### src/rtl/tank_ctrl.sv
// Tank level controller: fills the tank, arbitrates two consumers round-robin with a
// hold limit, and latches a fault after a run of consecutive tank-model errors.
module tank_ctrl #(
  parameter logic [7:0] LOW_MARK    = 8'd40,
  parameter logic [7:0] HIGH_MARK   = 8'd90,
  parameter int         GRANT_LEN   = 4,
  parameter int         FAULT_LIMIT = 3
) (
  input  logic       clk,
  input  logic       rst_n,
  input  logic [7:0] height,
  input  logic       error,
  input  logic [1:0] req,
  input  logic       clr_fault,
  output logic       fill,
  output logic       consume,
  output logic [1:0] grant,
  output logic [1:0] state,
  output logic       fault
);

  // state | meaning
  // INIT  | initial fill until height reaches LOW_MARK
  // FILL  | consumers starved, refill until HIGH_MARK
  // SERVE | arbitrate consumers, top up below HIGH_MARK
  // FAULT | everything off until cleared with error low
  typedef enum logic [1:0] {
    ST_INIT  = 2'b00,
    ST_FILL  = 2'b01,
    ST_SERVE = 2'b10,
    ST_FAULT = 2'b11
  } state_t;

  localparam logic [2:0] GLEN_LOAD = 3'(GRANT_LEN - 1);
  localparam logic [2:0] FLIMIT    = 3'(FAULT_LIMIT);

  state_t     state_q, state_d;
  logic       fill_q, fill_d;
  logic       consume_q, consume_d;
  logic [1:0] grant_q, grant_d;
  logic       fault_q, fault_d;
  logic       rr_q, rr_d;
  logic [2:0] fcnt_q, fcnt_d;
  logic [2:0] gcnt_q, gcnt_d;

  logic [2:0] fcnt_inc;
  logic       counting;
  logic       fault_trip;
  logic       held;
  logic       other;
  logic       pick;

  always_comb begin
    fcnt_inc   = (fcnt_q == 3'd7) ? 3'd7 : fcnt_q + 3'd1;
    counting   = (state_q == ST_FILL) || (state_q == ST_SERVE);
    fault_trip = counting && error && (fcnt_inc >= FLIMIT);
    held       = grant_q[1];
    other      = ~held;
    pick       = req[rr_q] ? rr_q : ~rr_q;

    state_d = state_q;
    fill_d  = fill_q;
    grant_d = grant_q;
    rr_d    = rr_q;
    gcnt_d  = gcnt_q;
    fcnt_d  = counting ? (error ? fcnt_inc : 3'd0) : 3'd0;

    case (state_q)
      ST_INIT: begin
        fill_d  = 1'b1;
        grant_d = 2'b00;
        if (height >= LOW_MARK && !error) begin
          state_d = ST_SERVE;
          fill_d  = (height < HIGH_MARK);
        end
      end
      ST_FILL: begin
        fill_d  = 1'b1;
        grant_d = 2'b00;
        if (fault_trip) begin
          state_d = ST_FAULT;
          fill_d  = 1'b0;
        end else if (height >= HIGH_MARK && !error) begin
          state_d = ST_SERVE;
          fill_d  = 1'b0;
        end
      end
      ST_SERVE: begin
        fill_d = (height < HIGH_MARK);
        if (fault_trip || height < LOW_MARK) begin
          state_d = fault_trip ? ST_FAULT : ST_FILL;
          fill_d  = !fault_trip;
          grant_d = 2'b00;
          gcnt_d  = 3'd0;
          if (grant_q != 2'b00) rr_d = other;
        end else if (grant_q != 2'b00) begin
          // Release hands straight over when the other consumer is waiting.
          if (!req[held] || gcnt_q == 3'd0) begin
            rr_d = other;
            if (req[other]) begin
              grant_d = other ? 2'b10 : 2'b01;
              gcnt_d  = GLEN_LOAD;
            end else begin
              grant_d = 2'b00;
              gcnt_d  = 3'd0;
            end
          end else begin
            gcnt_d = gcnt_q - 3'd1;
          end
        end else if (req != 2'b00) begin
          grant_d = pick ? 2'b10 : 2'b01;
          gcnt_d  = GLEN_LOAD;
        end
      end
      ST_FAULT: begin
        fill_d  = 1'b0;
        grant_d = 2'b00;
        gcnt_d  = 3'd0;
        if (clr_fault && !error) begin
          state_d = ST_INIT;
          fill_d  = 1'b1;
        end
      end
      default: begin
        state_d = ST_INIT;
        grant_d = 2'b00;
      end
    endcase

    consume_d = |grant_d;
    fault_d   = (state_d == ST_FAULT);
  end

  always_ff @(posedge clk or negedge rst_n) begin
    if (!rst_n) begin
      state_q   <= ST_INIT;
      fill_q    <= 1'b0;
      consume_q <= 1'b0;
      grant_q   <= 2'b00;
      fault_q   <= 1'b0;
      rr_q      <= 1'b0;
      fcnt_q    <= 3'd0;
      gcnt_q    <= 3'd0;
    end else begin
      state_q   <= state_d;
      fill_q    <= fill_d;
      consume_q <= consume_d;
      grant_q   <= grant_d;
      fault_q   <= fault_d;
      rr_q      <= rr_d;
      fcnt_q    <= fcnt_d;
      gcnt_q    <= gcnt_d;
    end
  end

  assign fill    = fill_q;
  assign consume = consume_q;
  assign grant   = grant_q;
  assign state   = state_q;
  assign fault   = fault_q;

endmodule
### config.mk
export PLATFORM = sky130hd
export DESIGN_NAME = tank_ctrl
export DESIGN_NICKNAME = d
export VERILOG_FILES = /design/src/rtl/tank_ctrl.sv
export SDC_FILE = /design/constraint.sdc
export NUM_CORES = 1
export LEC_CHECK = 0
export BUFFER_PORTS_ARGS = -buffer_cell sky130_fd_sc_hd__buf_2
export CAP_MARGIN = 20
export CORE_MARGIN = 10
export CORE_UTILIZATION = 53
export DETAILED_ROUTE_END_ITERATION = 8
export GPL_TIMING_DRIVEN = 0
export PLACE_DENSITY = 0.86
export RECOVER_POWER = 25
export SETUP_SLACK_MARGIN = 0.15
export SLEW_MARGIN = 20
export SYNTH_ARGS = -nofsm -noshare
export SYNTH_HDL_FRONTEND = slang
export SYNTH_SLANG_ARGS = --single-unit
### constraint.sdc
create_clock -name clk -period 2.6 [get_ports clk]
set_input_delay 0.52 -clock clk [delete_from_list [all_inputs] [get_ports clk]]
set_output_delay 0.52 -clock clk [all_outputs]
set_load 0.03 [all_outputs]
======== Word-level counts from Yosys, hierarchy flattened ========
Index checks and enable logic that the tools add are counted.
cells by class
  mux-type cells .......................... 41
  order comparisons ....................... 8
  reductions and logical operators ........ 21
  bitwise gates (word level) .............. 2
  equality and inequality tests ........... 6
  $add $sub $neg .......................... 2
operator list
  cell                                                         number
  two-way mux 2 bit                                            14
  two-way mux 3 bit                                            7
  two-way mux 1 bit                                            16
  >= comparator 8 x 6 -> 1 bit (second input constant)         1
  >= comparator 8 x 7 -> 1 bit (second input constant)         1
  less-than comparator 8 x 6 -> 1 bit (second input constant)  1
  less-than comparator 8 x 7 -> 1 bit (second input constant)  1
  one-hot mux 2 bit (4 select lines)                           1
  nonzero test 2 bit                                           4
  == test 2 bit (second input constant)                        3
  less-than comparator 1 x 2 -> 1 bit (second input constant)  3
  one-hot mux 3 bit (2 select lines)                           1
  logical AND 1 bit                                            5
  != test 4 x 1 -> 1 bit (second input constant)               1
  one-hot mux 1 bit (4 select lines)                           1
  one-hot mux 2 bit (2 select lines)                           1
  adder 3 x 1 -> 3 bit (second input constant)                 1
  == test 3 bit (second input constant)                        1
  >= comparator 3 x 2 -> 1 bit (second input constant)         1
  logical NOT 1 bit                                            3
  logical NOT 3 bit                                            1
  logical OR 1 bit                                             3
  AND reduction 3 bit                                          1
  OR reduction 3 bit                                           1
  6 further kinds                                              7
word-level totals
  register bits after elaboration ......... 14
  input bits .............................. 14
  word-level logic and storage cells ...... 88

======== Logic depth before layout (Yosys ltp) ========
Gate-level depths: netlist (run 1).
  depth after elaboration ................. 9
  mapped depth ............................ 9
  gate-level depth less buffers ........... 8

======== Worst setup path after synthesis (run 1) ========
Ideal clock, no wire load.
  path kind ............................... reg2reg
  start ................................... register state_q[0], in the netlist state[0]
  end ..................................... register gcnt_q[0]
  setup time .............................. 65 ps
  required time ........................... 2535 ps
  stages on the path, launching flop included .. 7
  setup slack ............................. 491 ps
  arrival time ............................ 2043 ps
  cells stage by stage .................... dfrtp_1 -> inv_1 -> ha_1 -> o211a_1 -> a211o_1 -> or4_1 -> nand2_1
on the way
  cells in the longest elaborated chain, start to end .. 7
  elaborated cells on any way between the ends .. 12
RTL lines
  what                                                                                               RTL line  RTL
  start, declared                                                                                    37        state_t state_q, state_d;
  start signal, assigned                                                                             145       state_q <= state_d;
  == test 2 x 1 -> 1 bit / == test 2 bit (equally long branches)                                     55, 68
  logical OR 1 bit                                                                                   55        counting = (state_q == ST_FILL) || (state_q == ST_SERVE);
  logical AND 1 bit (2 in series)                                                                    56        fault_trip = counting && error && (fcnt_inc >= FLIMIT);
  logical OR 1 bit                                                                                   90        if (fault_trip || height < LOW_MARK) begin
  != test 4 x 1 -> 1 bit (no source line) / two-way mux 3 bit (equally long branches)                -
  AND reduction 2 bit (no source line) / one-hot mux 3 bit (2 select lines) (equally long branches)  -
  end signal, assigned                                                                               152       gcnt_q <= gcnt_d;
  end, declared                                                                                      44        logic [2:0] gcnt_q, gcnt_d;
Several ways; a longest one is shown, not always the timed one.
A chain may end at the register's enable or synchronous reset.

======== Worst setup path in the final report (run 1) ========
  start ................................... register state_q[1], in the netlist state[1]
  end ..................................... register gcnt_q[1]
The elaborated chain is that of the path after synthesis.

==> results.yml, run 1 <==
synth:
  yosysSeqAreaShare: 0.357
  synth_top_family_by_area: "compound AO/OA/AOI/OAI gates"
  synth_xor_area_frac: 0
  yosys_warnings: 0
  ys_async_sr_fraction: 1.00
  synth_cells: 120
  synthesis.area_um2: 981
  synth_nets: 141
  ys.flop_type: "dfrtp_1"
  muxShareOfSynthArea: 0.0204
  syn_avg_cell_area_um2: 8.17
  synth-seq-cells: 14
  synth_simple_gate_area_frac: 0.194
  yosysUniqueCellTypes: 36
  synthAdderAreaFrac: 0.0893
  synth_compound_area_frac: 0.281
  synth_edf_count: 0
pwr:
  ir_drop_mv: 0.582
  powerDensity_nw_per_um2: 1090
  p_leak_nw: 0.544
global_routing:
  grt_start_max_net_pins: 15
  grt_pass1_vias: 961
  grt_overflow_total: 0
  antenna_found_initial: 0
  grt_use_total: 0.127
  grt_first_pass_wirelength_um: 4220
worst_setup_path:
  cp.arrival_ps: 2300
  cpPeakStageDelay_ps: 520
  slowest_stage: "or4_1"
  path_cells: "inv_1 > ha_1 > o211a_1 > a211o_1 > or4_1 > nand2_1"
  path_buf_inv: 1
  cp-start-kind: "flop"
  cp.required_ps: 2840
  cp_top_family: "simple AND/OR/NAND/NOR gates"
  cp_max_fo: 6
  end_kind: "flop"
  crit_type: "flop to flop"
min_path:
  min_path_type: "primary input to async pin"
layout:
  antenna_cells: 0
  nets: 163
  syn2layout_area_growth_pct: 15.4
  drive_above_1_share: 0.163
  num-fill-cells: 148
floorplan:
  core_um2: 1750
  fp-row-count: 15
  start_util: 0.562
  io_pins: 21
  die_area_um2: 3970
  die_x_um: 63.0
  fp.dieH_um: 63.0
clock_network:
  cts_made_buffers: 3
  numClockSinks: 14
  cts_root_buf: "clkbuf_4"
  cts_tree: "done"
  h-tree-depth: 1
  post_cts_buffers: 0
  clk_pin_slew_ps: 90
  ctsHoldBuffers: 0
  clk-insertion-delay-late_ps: 290
  clk_path_buf_depth: 2
  cts_resized: 0
run:
  drv_cap: 0
status:
  outcome: "complete, no violations"
detailed_routing:
  drtIter0Drc: 46
  drtAntennaViolNets: 0
  first_pass_iters: 4
  routed_wl_um: 2370
  vias: 972
  detail_route.wl_per_cell_um: 14.3
  vias_per_cell: 5.86
  drc: 0
sta:
  min_period_over_period: 0.793
  worst_pin_slew_ps: 728
  rsz0062_at_grt: "false"
  whs_ps: 248
  setup_viol_count_final: 0
  hold_violations: 0
  finClkSkew_ps: 9.87
  max_slew_margin: 0.514
  setup_tns_ps: 0
  max_freq_mhz: 485
  drv_slew: 0
  period_needed_ps: 2060
place:
  io_buffers: 17
  gp_congestion: 0.854
  place.detailed.hpwl_um: 1800
==> cell type report <==
class	count	area (µm²)	area share
Tap cell	25	31.3	0.0276
Inverter	10	37.5	0.0331
Multi-Input combinational cell	91	573	0.506
Timing Repair Buffer	17	83.8	0.0740
Buffer	5	20.0	0.0177
Clock buffer	4	36.3	0.0320
Sequential cell	14	350	0.309
==> cells by family after synthesis <==
family | Yosys count
buf+inv | 15
compound gates | 43
fa+ha+maj | 7
flops | 14
simple gates | 39
mux | 2
==> cell usage in the layout (no fill, tap or decap), drive strengths merged, types with 2 or more instances in the layout <==
cell type / n
a211oi: 2
a21oi: 13
a31oi: 3
buf: 17
clkbuf: 9
dfrtp: 14
ha: 7
inv: 10
mux2i: 2
nand2: 7
nand2b: 2
nand3: 2
nor2: 16
nor3: 2
o211a: 3
o21ai: 11
or4: 2
==> stage by stage <==
step	std cells	power, W	utilization	setup WS (ps)	instance area (µm²)
2_1_floorplan	120	0.000897	-	491	981
3_3_place_gp	162	0.00104	0.629	595	1100
3_5_place_dp	162	0.00107	0.629	547	1100
4_1_cts	166	0.00124	0.649	531	1130
5_1_grt	166	0.00137	0.649	397	1130
6_report	166	0.00124	0.649	538	1130
==> synth_stat cells, types with 3 or more instances <==
| cell | instances | share of area |
|---|---|---|
| a31oi_1 | 3 | 0.019 |
| nor2_1 | 16 | 0.061 |
| o21ai_0 | 11 | 0.056 |
| o211a_1 | 3 | 0.031 |
| dfrtp_1 | 14 | 0.36 |
| clkbuf_1 | 4 | 0.015 |
| nand2_1 | 7 | 0.027 |
| a21oi_1 | 13 | 0.066 |
| ha_1 | 7 | 0.089 |
| inv_1 | 10 | 0.038 |
==> metal layers <==
metal  share of wire  global-route usage
met5               0                   0
met4           0.022              0.0419
met3           0.063              0.0394
met2            0.51               0.223
met1            0.41               0.141
==> flip-flops by register name, summed over array words and instances (netlist names) <==
name / cells
fcnt_q: 3
gcnt_q: 3
grant: 2
state: 2
consume: 1
fault: 1
fill: 1
rr_q: 1
==> worst reg2reg max path: cells and delay by family, from the launching register on <==
kind | cells | cell delay (ps)
compound gates | 2 | 530
fa+ha+maj | 1 | 280
buf+inv | 1 | 170
flops | 1 | 430
simple gates | 2 | 610
==> worst paths after layout <==
kind	endpoint	slack, ps	startpoint	cells after the start
setup reg to reg	gcnt_q[1]	540	state[1]	6
hold reg to reg	fcnt_q[0]	470	fcnt_q[0]	1
min in group clk	fcnt_q[0]	470	fcnt_q[0]	1
max in group asynchronous	state[0]	1880	rst_n	1
setup / recovery	gcnt_q[1]	540	state[1]	6
hold / removal	gcnt_q[0]	250	rst_n	1
==> report_power, final <==
part | leakage (nW) | total [W] | internal [W] | switching, W
Combinational | 0.341 | 0.000714 | 0.000266 | 0.000449
Sequential | 0.182 | 0.000360 | 0.000298 | 0.0000627
Clock | 0.0210 | 0.000161 | 0.0000854 | 0.0000754
Total | 0.544 | 0.00124 | 0.000649 | 0.000587
(Power assumes the default switching activity.)
==> run 2: changes to the inputs <==
==> constraint.sdc (replaced) <==
create_clock -name clk -period 2.1 [get_ports clk]
set_input_delay 0.42 -clock clk [delete_from_list [all_inputs] [get_ports clk]]
set_output_delay 0.42 -clock clk [all_outputs]
set_load 0.03 [all_outputs]
==> run 2 against run 1 <==
Compared with the run above: hold slack lost 100 ps; non-clock buffer count grew 5; routed wire length grew 12%; core utilization grew 3.9 points; worst setup slack lost 320 ps; sequential share of layout area shrank 1.6 points; register-to-register slack lost 320 ps; clock power grew 30%; cell count grew 3.0%; critical path depth is the same; critical endpoint unchanged; highest routed layer unchanged.
==> results.yml, run 2 (same netlist as run 1, synthesis figures left out) <==
status:
  outcome: "complete, no violations"
layout:
  multi_input_area_um2: 598
  num-fill-cells: 135
  drive_above_1_share: 0.247
  post-route-util: 0.688
  nets: 168
  instances_no_fill: 171
  syn2layout_area_growth_pct: 22.4
  final_common_cell: "buf_2"
  reg.largest.list: "fcnt_q: 3 flops, gcnt_q: 3 flops"
  final_cell_mix: "buf_2, nor2_1, a21oi_1"
  antenna_cells: 0
  final_area_um2: 1200
  seq_area_um2: 353
global_routing:
  grt_start_max_net_pins: 15
  grt_pass1_vias: 943
  antenna_found_initial: 0
  grt_overflow_total: 0
  grt_first_pass_wirelength_um: 3890
  grt_use_total: 0.117
min_path:
  min_path_type: "primary input to async pin"
pwr:
  combPwrFrac: 0.623
  clkPwrFrac: 0.123
  seq_power_share: 0.254
  total_power_w: 0.00171
  p_sw_w: 0.000798
  powerDensity_nw_per_um2: 1420
  ir_drop_mv: 0.825
  internal-power_w: 0.000913
  switching_share: 0.466
  p_leak_nw: 0.570
place:
  placed_cell_area_um2: 1100
  place.detailed.hpwl_um: 1840
  io_buffers: 17
  numPlacedInstances: 162
  gp_congestion: 0.822
sta:
  finClkSkew_ps: 10.8
  setup_tns_ps: 0
  max_freq_mhz: 531
  period_needed_ps: 1880
  setup_viol_count_final: 0
  min_period_over_period: 0.896
  rsz0062_at_grt: "true"
  worst_pin_slew_ps: 743
  max_slew_margin: 0.505
  drv_slew: 0
  hold_violations: 0
clock_network:
  ctsHoldBuffers: 0
  clk_pin_slew_ps: 100
  cts_tree: "done"
  cts_made_buffers: 3
  numClockSinks: 14
  clk_path_buf_depth: 2
  h-tree-depth: 1
  clk-insertion-delay-late_ps: 300
  cts_root_buf: "clkbuf_4"
detailed_routing:
  drtIter0Drc: 52
  drc: 0
  vias: 1046
  vias_per_cell: 6.12
  drtAntennaViolNets: 0
  first_pass_iters: 4
  routed_wl_um: 2650
  detail_route.wl_per_cell_um: 15.5
worst_setup_path:
  cp.arrival_ps: 2130
  cp-start-kind: "flop"
  cp.required_ps: 2350
  end_kind: "flop"
  cp_max_fo: 5
  crit_type: "flop to flop"
floorplan:
  fp.dieH_um: 63.0
  start_util: 0.562
  die_area_um2: 3970
  core_um2: 1750
  die_x_um: 63.0
  io_pins: 21
  fp-row-count: 15
run:
  drv_cap: 0
run 2: changes by cell type in the layout (fill, tap and decap cells not counted), moves of 2 or more:
cell / delta
inv_1: -2
dfrtp_1: -2
dfrtp_2: +2
buf_4: +5
inv_2: +2
run 2: metrics by stage:
step           setup slack [ps]  hold WS (ps)
2_1_floorplan               152           124
3_3_place_gp                141           322
3_5_place_dp                117           330
4_1_cts                     153          3.54
5_1_grt                    99.8           195
6_report                    218           144
run 2: area by class of cell:
type	instances	area share
multi-input cells	91	0.498
flip-flops and latches	14	0.294
repair buffers	22	0.101
inverters	10	0.0313
clock buffers	4	0.0302
well taps	25	0.0260
plain buffers	5	0.0198
run 2: path summary, 6_finish.rpt:
check	startpoint	to	slack (ps)	depth (start not counted)
worst max-delay path	state[1]	gcnt_q[1]	220	6
worst min-delay path	rst_n	gcnt_q[1]	140	1
worst max register to register	state[1]	gcnt_q[1]	220	6
worst min register to register	fcnt_q[0]	fcnt_q[0]	480	1
max in group asynchronous	rst_n	state[1]	1430	1
min in group clk	clr_fault	fill	420	3
run 2: critical path, cell delays in order, from the launching register on:
cell,delay [ps]
dfrtp_2,420
inv_2,110
ha_4,220
o211a_1,170
a211o_1,330
or4_1,520
nand2_1,70
run 2: layer usage:
layer	GRT usage	vias up	routed length, µm
li1	-	490	-
met2	0.207	45	1390
met3	0.0376	6	211
met1	0.123	505	1020
met5	0	-	0
met4	0.0475	0	39
run 2: timing repair:
item                       in CTS  in global routing
pin swaps                       0                  1
setup buffers                   1                  4
setup endpoints to repair       2                  3
gates resized for setup         2                  8
run 2: power by group through the flow:
stage / combinational, W / clock [W] / sequential [W]
after floorplan: 0.000570 / 0 / 0.000546
after global routing: 0.00118 / 0.000222 / 0.000447
final: 0.00107 / 0.000210 / 0.000435
after global placement: 0.000843 / 0 / 0.000451
after detailed placement: 0.000883 / 0 / 0.000457
after CTS: 0.000915 / 0.000213 / 0.000443
